## config.mk

```make
export PLATFORM = sky130hd
export DESIGN_NAME = core_sequencer_flat
export DESIGN_NICKNAME = d
export VERILOG_FILES = /design/src/rtl/core_sequencer_if.sv /design/src/rtl/core_sequencer.sv /design/src/flat_wrapper.sv
export SDC_FILE = /design/constraint.sdc
export NUM_CORES = 1
export LEC_CHECK = 0
export ABC_CLOCK_PERIOD_IN_PS = 3600
export CAP_MARGIN = 25
export CORE_UTILIZATION = 45
export CTS_CLUSTER_DIAMETER = 30
export CTS_CLUSTER_SIZE = 20
export DETAILED_ROUTE_END_ITERATION = 6
export PLACE_DENSITY = 0.83
export SETUP_SLACK_MARGIN = 0.02
export SLEW_MARGIN = 20
export SYNTH_ARGS = -nofsm -noshare
export SYNTH_HDL_FRONTEND = slang
export SYNTH_SLANG_ARGS = --single-unit
```

## constraint.sdc

```tcl
create_clock -name clk -period 3.6 [get_ports clk]
set_input_delay 0.72 -clock clk [delete_from_list [all_inputs] [get_ports clk]]
set_output_delay 0.72 -clock clk [all_outputs]
set_load 0.1 [all_outputs]
```

## src/rtl/core_sequencer_if.sv

```systemverilog
// Sequencer-to-datapath bus: instruction ROM port plus register-file/ALU control.
// The sequencer drives through master; the ROM/RF/ALU side connects through slave.
interface core_sequencer_if #(
  parameter int ADDR_W  = 16,
  parameter int INSTR_W = 24,
  parameter int DATA_W  = 16,
  parameter int RA_W    = 4
);
  logic [ADDR_W-1:0]  rom_addr;
  logic [INSTR_W-1:0] rom_data;
  logic [RA_W-1:0]    rf_ra;
  logic [RA_W-1:0]    rf_rb;
  logic [DATA_W-1:0]  rf_rdata_a;
  logic [1:0]         alu_op;
  logic [DATA_W-1:0]  imm;
  logic [1:0]         wsel;
  logic               we;
  logic [RA_W-1:0]    wa;

  modport master (
    output rom_addr, rf_ra, rf_rb, alu_op, imm, wsel, we, wa,
    input  rom_data, rf_rdata_a
  );

  modport slave (
    input  rom_addr, rf_ra, rf_rb, alu_op, imm, wsel, we, wa,
    output rom_data, rf_rdata_a
  );
endinterface

```

## src/rtl/core_sequencer.sv

```systemverilog
// Multi-cycle FETCH/DECODE/EXEC control unit: owns the PC, decodes 24-bit
// instructions and steers the register file / ALU, including the MINALL sweep.
module core_sequencer #(
  parameter int ADDR_W  = 16,
  parameter int INSTR_W = 24,
  parameter int NREGS   = 16
) (
  input  logic              clk,
  input  logic              rst,
  input  logic              run,
  core_sequencer_if.master  bus,
  output logic [ADDR_W-1:0] pc,
  output logic              busy,
  output logic              instr_done,
  output logic              illegal
);
  localparam int RA_W = $clog2(NREGS);
  localparam logic [RA_W-1:0] LAST_REG = RA_W'(NREGS - 1);

  localparam logic [1:0] FETCH  = 2'd0;
  localparam logic [1:0] DECODE = 2'd1;
  localparam logic [1:0] EXEC   = 2'd2;
  localparam logic [1:0] HALT   = 2'd3;

  localparam logic [3:0] OP_LOAD   = 4'd0;
  localparam logic [3:0] OP_MOV    = 4'd1;
  localparam logic [3:0] OP_ADD    = 4'd2;
  localparam logic [3:0] OP_XOR    = 4'd3;
  localparam logic [3:0] OP_MIN    = 4'd4;
  localparam logic [3:0] OP_LDPC   = 4'd5;
  localparam logic [3:0] OP_BR     = 4'd6;
  localparam logic [3:0] OP_MINALL = 4'd7;

  localparam logic [1:0] ALU_PASS_B = 2'd0;
  localparam logic [1:0] ALU_ADD    = 2'd1;
  localparam logic [1:0] ALU_XOR    = 2'd2;
  localparam logic [1:0] ALU_MIN    = 2'd3;

  localparam logic [1:0] WSEL_ALU = 2'd0;
  localparam logic [1:0] WSEL_IMM = 2'd1;
  localparam logic [1:0] WSEL_PC1 = 2'd2;

  logic [1:0]         state;
  logic [INSTR_W-1:0] ir;
  logic [RA_W-1:0]    idx;
  logic [3:0]         op;
  logic [RA_W-1:0]    rd;
  logic [RA_W-1:0]    rs;
  logic               last_step;

  function automatic logic [1:0] alu_sel(input logic [3:0] opcode);
    case (opcode)
      OP_ADD:            alu_sel = ALU_ADD;
      OP_XOR:            alu_sel = ALU_XOR;
      OP_MIN, OP_MINALL: alu_sel = ALU_MIN;
      default:           alu_sel = ALU_PASS_B;
    endcase
  endfunction

  assign op = ir[23:20];
  assign rd = RA_W'(ir[19:16]);
  assign rs = RA_W'(ir[15:12]);

  // MINALL holds EXEC until the counter reaches the last register
  assign last_step = (op != OP_MINALL) || (idx == LAST_REG);

  assign bus.rom_addr = pc;
  assign bus.imm      = ir[15:0];
  assign busy         = (state == DECODE) || (state == EXEC);
  assign instr_done   = (state == EXEC) && last_step && !rst;

  always_comb begin
    bus.rf_ra  = rd;
    bus.rf_rb  = rs;
    bus.wa     = rd;
    bus.alu_op = alu_sel(op);
    bus.wsel   = WSEL_ALU;
    bus.we     = 1'b0;
    if (op == OP_MINALL) begin
      bus.rf_ra = '0;
      bus.rf_rb = idx;
      bus.wa    = '0;
    end
    if (op == OP_LOAD) bus.wsel = WSEL_IMM;
    if (op == OP_LDPC) bus.wsel = WSEL_PC1;
    // Write is gated by rst so a reset landing mid-MINALL never commits
    if ((state == EXEC) && (op != OP_BR) && !rst) bus.we = 1'b1;
  end

  always_ff @(posedge clk) begin
    if (rst) begin
      state   <= FETCH;
      pc      <= '0;
      ir      <= '0;
      idx     <= RA_W'(1);
      illegal <= 1'b0;
    end else begin
      case (state)
        FETCH: begin
          if (run) state <= DECODE;
        end
        DECODE: begin
          ir  <= bus.rom_data;
          idx <= RA_W'(1);
          if (bus.rom_data[23]) begin
            illegal <= 1'b1;
            state   <= HALT;
          end else begin
            state <= EXEC;
          end
        end
        EXEC: begin
          if (!last_step) begin
            idx <= idx + RA_W'(1);
          end else begin
            pc    <= (op == OP_BR) ? ADDR_W'(bus.rf_rdata_a) : pc + ADDR_W'(1);
            idx   <= RA_W'(1);
            state <= FETCH;
          end
        end
        HALT:    state <= HALT;
        default: state <= FETCH;
      endcase
    end
  end
endmodule
```

## src/flat_wrapper.sv

```systemverilog
// flat-port wrapper written by rule: the top's interface ports become plain ports
module core_sequencer_flat 
#(
  parameter int ADDR_W  = 16,
  parameter int INSTR_W = 24,
  parameter int NREGS   = 16
)
  (clk, rst, run, pc, busy, instr_done, illegal, bus_rom_addr, bus_rf_ra, bus_rf_rb, bus_alu_op, bus_imm, bus_wsel, bus_we, bus_wa, bus_rom_data, bus_rf_rdata_a);
  core_sequencer_if #(.ADDR_W(ADDR_W), .INSTR_W(INSTR_W)) bus_i ();
  input  logic clk;
  input  logic rst;
  input  logic run;
  output logic [ADDR_W-1:0] pc;
  output logic busy;
  output logic instr_done;
  output logic illegal;
  output wire logic [$bits(bus_i.rom_addr)-1:0] bus_rom_addr;
  output wire logic [$bits(bus_i.rf_ra)-1:0] bus_rf_ra;
  output wire logic [$bits(bus_i.rf_rb)-1:0] bus_rf_rb;
  output wire logic [$bits(bus_i.alu_op)-1:0] bus_alu_op;
  output wire logic [$bits(bus_i.imm)-1:0] bus_imm;
  output wire logic [$bits(bus_i.wsel)-1:0] bus_wsel;
  output wire logic [$bits(bus_i.we)-1:0] bus_we;
  output wire logic [$bits(bus_i.wa)-1:0] bus_wa;
  input wire logic [$bits(bus_i.rom_data)-1:0] bus_rom_data;
  input wire logic [$bits(bus_i.rf_rdata_a)-1:0] bus_rf_rdata_a;
  assign bus_rom_addr = bus_i.rom_addr;
  assign bus_rf_ra = bus_i.rf_ra;
  assign bus_rf_rb = bus_i.rf_rb;
  assign bus_alu_op = bus_i.alu_op;
  assign bus_imm = bus_i.imm;
  assign bus_wsel = bus_i.wsel;
  assign bus_we = bus_i.we;
  assign bus_wa = bus_i.wa;
  assign bus_i.rom_data = bus_rom_data;
  assign bus_i.rf_rdata_a = bus_rf_rdata_a;
  core_sequencer #(.ADDR_W(ADDR_W), .INSTR_W(INSTR_W), .NREGS(NREGS)) u_core (.clk(clk), .rst(rst), .run(run), .bus(bus_i), .pc(pc), .busy(busy), .instr_done(instr_done), .illegal(illegal));
endmodule
```

==> impl_metrics.yaml, run 1 <==
drt:
  avgViaCountPerCell: 5.489
  ant_nets: 0
  wl_um: 6341
  vias: 2536
  post_drt_wl_per_cell_um: 13.73
  drc: 0
  firstDrtPassIters: 6
  drtIter0Drc: 155
yosys:
  syn_area_um2: 2701
  syn_nets: 374
  yosys.area.top_type: "dfxtp_1"
  ys_types: 52
  async_flop_share_pct: 0
  synth_top_cells_by_area: "dfxtp_1 (35%), buf_4 (10%), mux2i_1 (8.9%)"
  synth-main-ff-cell: "dfxtp_1"
  synth_seq_cells: 47
  synth_top_area_share_pct: 34.83
  postSynthAreaPerCell_um2: 8.312
  yosysWarnings: 0
  synth_edf_count: 0
  synthCells: 325
  yosysSeqAreaShare_pct: 34.83
worst_setup_path:
  rrSetupSlack_ns: 1.44
  endpoint: "instr_done"
  crit_type: "flop to primary output"
  r2r_end: "u_core.bus.rom_addr[8]$_SDFFE_PP0P_"
  startpoint: "u_core.ir[23]$_SDFFE_PP0N_"
  cp-start-kind: "flop"
  max_stage_delay_ns: 0.50
  critPathBufInv: 2
  cp.required_ns: 2.88
  worst_path_max_delay_cell: "dfxtp_1"
  crit_cells: 5
  path_cells: "and4b_1 -> a21oi_4 -> nand2_1 -> inv_1 -> buf_12"
  path_delay_family: "simple AND/OR/NAND/NOR gates"
  r2r-start: "u_core.ir[21]$_SDFFE_PP0N_"
  cp_data_arrival_time_ns: 2.24
  r2r_cells: 4
  cp_max_fo: 16
  cp-end-kind: "primary output"
placed_design:
  dp_hpwl_um: 4625
  portBuffers: 110
  placed_area_um2: 3551
  place_ws_ns: 0.8629
  gp_congestion: 0.8406
clock_tree:
  cts_buffer_depth: 2
  htreeDepth: 2
  cts_resized: 0
  cts.clk_slew.worst_paths_ns: 0.08
  ctsHoldBuffers: 0
  cts-root-buf: "clkbuf_8"
  cts.sinks: 47
  cts_tree: "yes"
  cts_buffers: 5
  clk_latency_ns: 0.30
  post-cts-setup-buffers: 0
cells_and_area:
  final_cell_mix: "clkdlybuf4s50_1 (91), dfxtp_1 (47), nor2_1 (38)"
  multi_input_area_um2: 1385
  nNetsFinal: 439
  stdcell_area_um2: 3657
  final_common_cell: "clkdlybuf4s50_1"
  regArea_um2: 940.9
  num-fill-cells: 465
  diodes: 0
  drive_gt1_share_pct: 10.00
  area_growth_pct: 35.39
grt:
  grt_use_met2_pct: 35.98
  grt-busiest-layer: "met2"
  grt_pass1_vias: 2316
  grt_pass1_wl_um: 10430
  grtUsageMet1_pct: 24.07
  use_met3_pct: 6.171
  antenna_found_initial: 0
  grt_usage_pct: 20.68
  grt-ovfl-total: 0
  grt_max_degree: 43
outcome:
  outcome: "finished clean"
floorplan:
  io_pins: 111
  core_um2: 5642
  fp-row-count: 27
  die_h_um: 79.48
  die_w_um: 79.48
  die-area_um2: 6317
  start_util_pct: 47.88
pwr:
  irDropWorstVdd_v: 0.0004222
  p_total_w: 0.002133
  power.leakage_nw: 1.329
  power.density_nw_per_um2: 583.1
sta:
  worst_pin_slew_ns: 0.9891
  fmax_ghz: 0.3379
  setup_ws_ns: 0.6409
  rsz0062_at_grt: "no"
  finalCritPeriodShare_pct: 82.20
  min_period_ns: 2.959
  finalHoldViolCount: 0
  fin_setup_tns_ns: 0
  finalMaxSlewViolations: 0
  finalSetupViolCount: 0
  slew_headroom_pct: 33.85
  fin_skew_ns: 0.006221
run:
  drv_cap: 0
min_path:
  hold_class: "flop to flop"
  hold_path.startpoint: "u_core.illegal$_SDFFE_PP0P_"
==> through the flow <==
stage | utilization [%] | instances | hold slack (ns)
4_1_cts | 64.83 | 462 | 0.4851
5_1_grt | 64.83 | 462 | 0.5278
3_3_place_gp | 62.94 | 455 | 0.4521
6_report | 64.83 | 462 | 0.4808
2_1_floorplan | - | 325 | 0.4515
3_5_place_dp | 62.94 | 455 | 0.4613
==> synth_stat cells (2+ instances only) <==
cell type / n
nand2_1: 27
a211oi_1: 3
a22o_1: 2
nand4_1: 2
o31a_1: 2
a22oi_1: 2
a311oi_1: 2
and2_1: 9
a21oi_1: 15
inv_1: 9
buf_4: 37
o31ai_1: 2
nand4_2: 2
o21ai_0: 16
nor2_1: 38
nand2b_1: 2
dfxtp_1: 47
nor2b_1: 2
clkbuf_1: 8
ha_1: 6
nor3_1: 6
nand3_1: 12
buf_2: 9
o2bb2ai_1: 2
o32ai_1: 3
a32o_1: 4
and3_1: 3
nor4_1: 6
mux2i_1: 24
==> cell type report <==
cell class / count / area share (%)
tap: 72 / 2.463
timing repair buffer: 113 / 30.11
multi-input combinational: 214 / 37.87
inverter: 9 / 0.9237
clock buffer: 5 / 1.882
sequential: 47 / 25.73
clock inverter: 2 / 1.026
==> cells by family (layout without fill, tap and decap cells) <==
logic type,after synthesis,after routing,share of synthesized area (%)
and+or+nand+nor,122,122,23.11
buffers and inverters,64,129,14.73
AOI/OAI and AO/OA,61,61,15.33
DFF,47,47,34.83
muxes,24,24,8.893
adders and majority gates,6,6,2.779
xor gates and xnor gates,1,1,0.3243
==> state kept, by name, indices dropped and copies added, names as in the netlist <==
register             cells
u_core.bus.rom_addr     16
u_core.idx               4
u_core.illegal           1
u_core.ir               24
u_core.state             2
==> power breakdown <==
part	switching, W	internal (W)	leakage (nW)
Clock	0.000174	0.000203	0.0502
Combinational	0.000825	0.000297	0.897
Sequential	0.0000573	0.000577	0.382
==> routing by layer <==
| metal | part of all wire, % | vias up | wire [um] |
|---|---|---|---|
| li1 | - | 1242 | - |
| met1 | 42 | 1160 | 2686 |
| met2 | 47 | 124 | 2958 |
| met3 | 9.4 | 10 | 595 |
| met4 | 1.6 | 0 | 101 |
| met5 | 0 | - | 0 |
==> worst min-delay path by stage <==
stage                     depth (start not counted)                           to  slack (ns)
after floorplan                                   2   u_core.ir[16]$_SDFFE_PP0N_        0.45
after global placement                            2  u_core.illegal$_SDFFE_PP0P_        0.45
after detailed placement                          2  u_core.illegal$_SDFFE_PP0P_        0.46
after CTS                                         2  u_core.illegal$_SDFFE_PP0P_        0.49
after global routing                              2   u_core.ir[16]$_SDFFE_PP0N_        0.53
final                                             2  u_core.illegal$_SDFFE_PP0P_        0.48
==> worst register-to-register path, stage by stage (launching register included) <==
cell      delay (ns)
dfxtp_1         0.55
nand4b_1        0.47
o21ai_1         0.71
a21oi_1         0.09
o32ai_1         0.24
No activity file was read; power rests on OpenSTA's default activity.
==> inputs of run 2 (changes only) <==
Settings changed: ABC_CLOCK_PERIOD_IN_PS 3600 to 2600, CORE_UTILIZATION 45 to 39, PLACE_DENSITY 0.83 to 0.77.
Clock period 3.6 ns to 2.6 ns, I/O delays scaled along.
==> impl_metrics.yaml, run 2 (same netlist as run 1, synthesis figures left out) <==
outcome:
  outcome: "finished clean"
clock_tree:
  cts_buffer_depth: 2
  post-cts-setup-buffers: 0
  htreeDepth: 2
  cts_resized: 0
  cts_tree: "yes"
  cts_buffers: 5
  ctsHoldBuffers: 0
  cts.clk_slew.worst_paths_ns: 0.09
  cts-root-buf: "clkbuf_8"
  cts.sinks: 47
  clk_latency_ns: 0.30
worst_setup_path:
  cp_max_fo: 9
  startpoint: "u_core.ir[23]$_SDFFE_PP0N_"
  r2r-start: "u_core.bus.rom_addr[0]$_SDFFE_PP0P_"
  cp-start-kind: "flop"
  cp_data_arrival_time_ns: 1.84
  cp.required_ns: 2.08
  crit_type: "flop to primary output"
  cp-end-kind: "primary output"
placed_design:
  dp_hpwl_um: 4873
  gp_congestion: 0.8204
  placed_area_um2: 3640
  portBuffers: 110
  dp_cells: 465
grt:
  grt_pass1_wl_um: 11190
  grt_pass1_vias: 2371
  antenna_found_initial: 0
  grt_usage_pct: 18.65
  grt-ovfl-total: 0
  grt_max_degree: 37
pwr:
  power.density_nw_per_um2: 821.7
  power.leakage_nw: 1.508
  irDropWorstVdd_v: 0.0006050
  p_total_w: 0.003099
drt:
  wl_um: 6670
  firstDrtPassIters: 4
  drtIter0Drc: 62
  met1_length_um: 2911
  highest_layer: "met4"
  ant_nets: 0
  avgViaCountPerCell: 5.234
  drc: 0
  post_drt_wl_per_cell_um: 14.04
  wl_met3_um: 535
  vias: 2486
  met2_length_um: 3186
floorplan:
  io_pins: 111
  core_um2: 6531
  start_util_pct: 41.36
  die_w_um: 85.23
  die-area_um2: 7263
  die_h_um: 85.23
  fp-row-count: 29
cells_and_area:
  stdcell_area_um2: 3771
  stdcell_count: 475
  drive_gt1_share_pct: 24.62
  final_common_cell: "buf_4"
  final_cell_mix: "buf_4 (63), dfxtp_1 (47), clkdlybuf4s50_1 (41)"
  regMostFlops: "u_core.ir"
  diodes: 0
  nNetsFinal: 446
  largest_reg_flops: 24
  area_growth_pct: 39.60
sta:
  finalHoldViolCount: 0
  slew_headroom_pct: 70.70
  finalSetupViolCount: 0
  rsz0062_at_grt: "no"
  finalCritPeriodShare_pct: 90.70
  fin_skew_ns: 0.004067
  worst_pin_slew_ns: 0.4284
  min_period_ns: 2.358
  finalMaxSlewViolations: 0
  fmax_ghz: 0.4241
min_path:
  hold_path.startpoint: "u_core.illegal$_SDFFE_PP0P_"
  hold_class: "flop to flop"
run:
  drv_cap: 0
run 2: worst max-delay path, cell delays in order, from the launching register on:
cell     delay (ns)
dfxtp_1        0.52
and4b_1        0.36
a21oi_4        0.17
nand2_1        0.08
inv_1          0.20
buf_12         0.21
run 2: area by class of cell:
cell class              count  area (um2)
clock buffers               5       68.82
repair buffers            120        1189
inverters                   9       33.78
well taps                  77       96.34
multi-input cells         214        1395
clock inverters             3       47.55
fillers                   578        2760
flip-flops and latches     47       940.9
run 2: stage by stage:
stage	hold WS [ns]	util (%)	setup TNS [ns]	setup slack, ns
6_report	0.4891	57.74	0	0.2418
5_1_grt	0.5222	57.74	0	0.1214
4_1_cts	0.4980	57.51	0	0.1333
3_5_place_dp	0.4742	55.73	0	0.4837
3_3_place_gp	0.4560	55.73	0	0.4839
2_1_floorplan	0.4515	-	-0.4364	-0.2282
run 2: path summary, 6_finish.rpt:
| check | to | slack, ns | cells past startpoint |
|---|---|---|---|
| max reg2reg | u_core.bus.rom_addr[14]$_SDFFE_PP0P_ | 0.67 | 5 |
| min | u_core.illegal$_SDFFE_PP0P_ | 0.49 | 2 |
| max | instr_done | 0.24 | 5 |
| min reg2reg | u_core.illegal$_SDFFE_PP0P_ | 0.49 | 2 |
run 2: report_power, final:
part | total [W] | switching (W) | internal [W]
logic | 0.00166 | 0.00117 | 0.000494
clock network | 0.000553 | 0.000261 | 0.000292
registers | 0.000881 | 0.0000827 | 0.000798
total | 0.00310 | 0.00151 | 0.00158
run 2: per-layer routing:
layer  vias up  track usage (%)
li1       1251                -
met1      1127            23.87
met2       104            32.04
met3         4            4.572
met4         0            3.544
met5         -                0
==> inputs of run 3 (changes only) <==
Settings changed: CTS_CLUSTER_DIAMETER 30 to default.
==> results of run 3 <==
The final DEF is identical to that of run 2; final timing and power are the same.
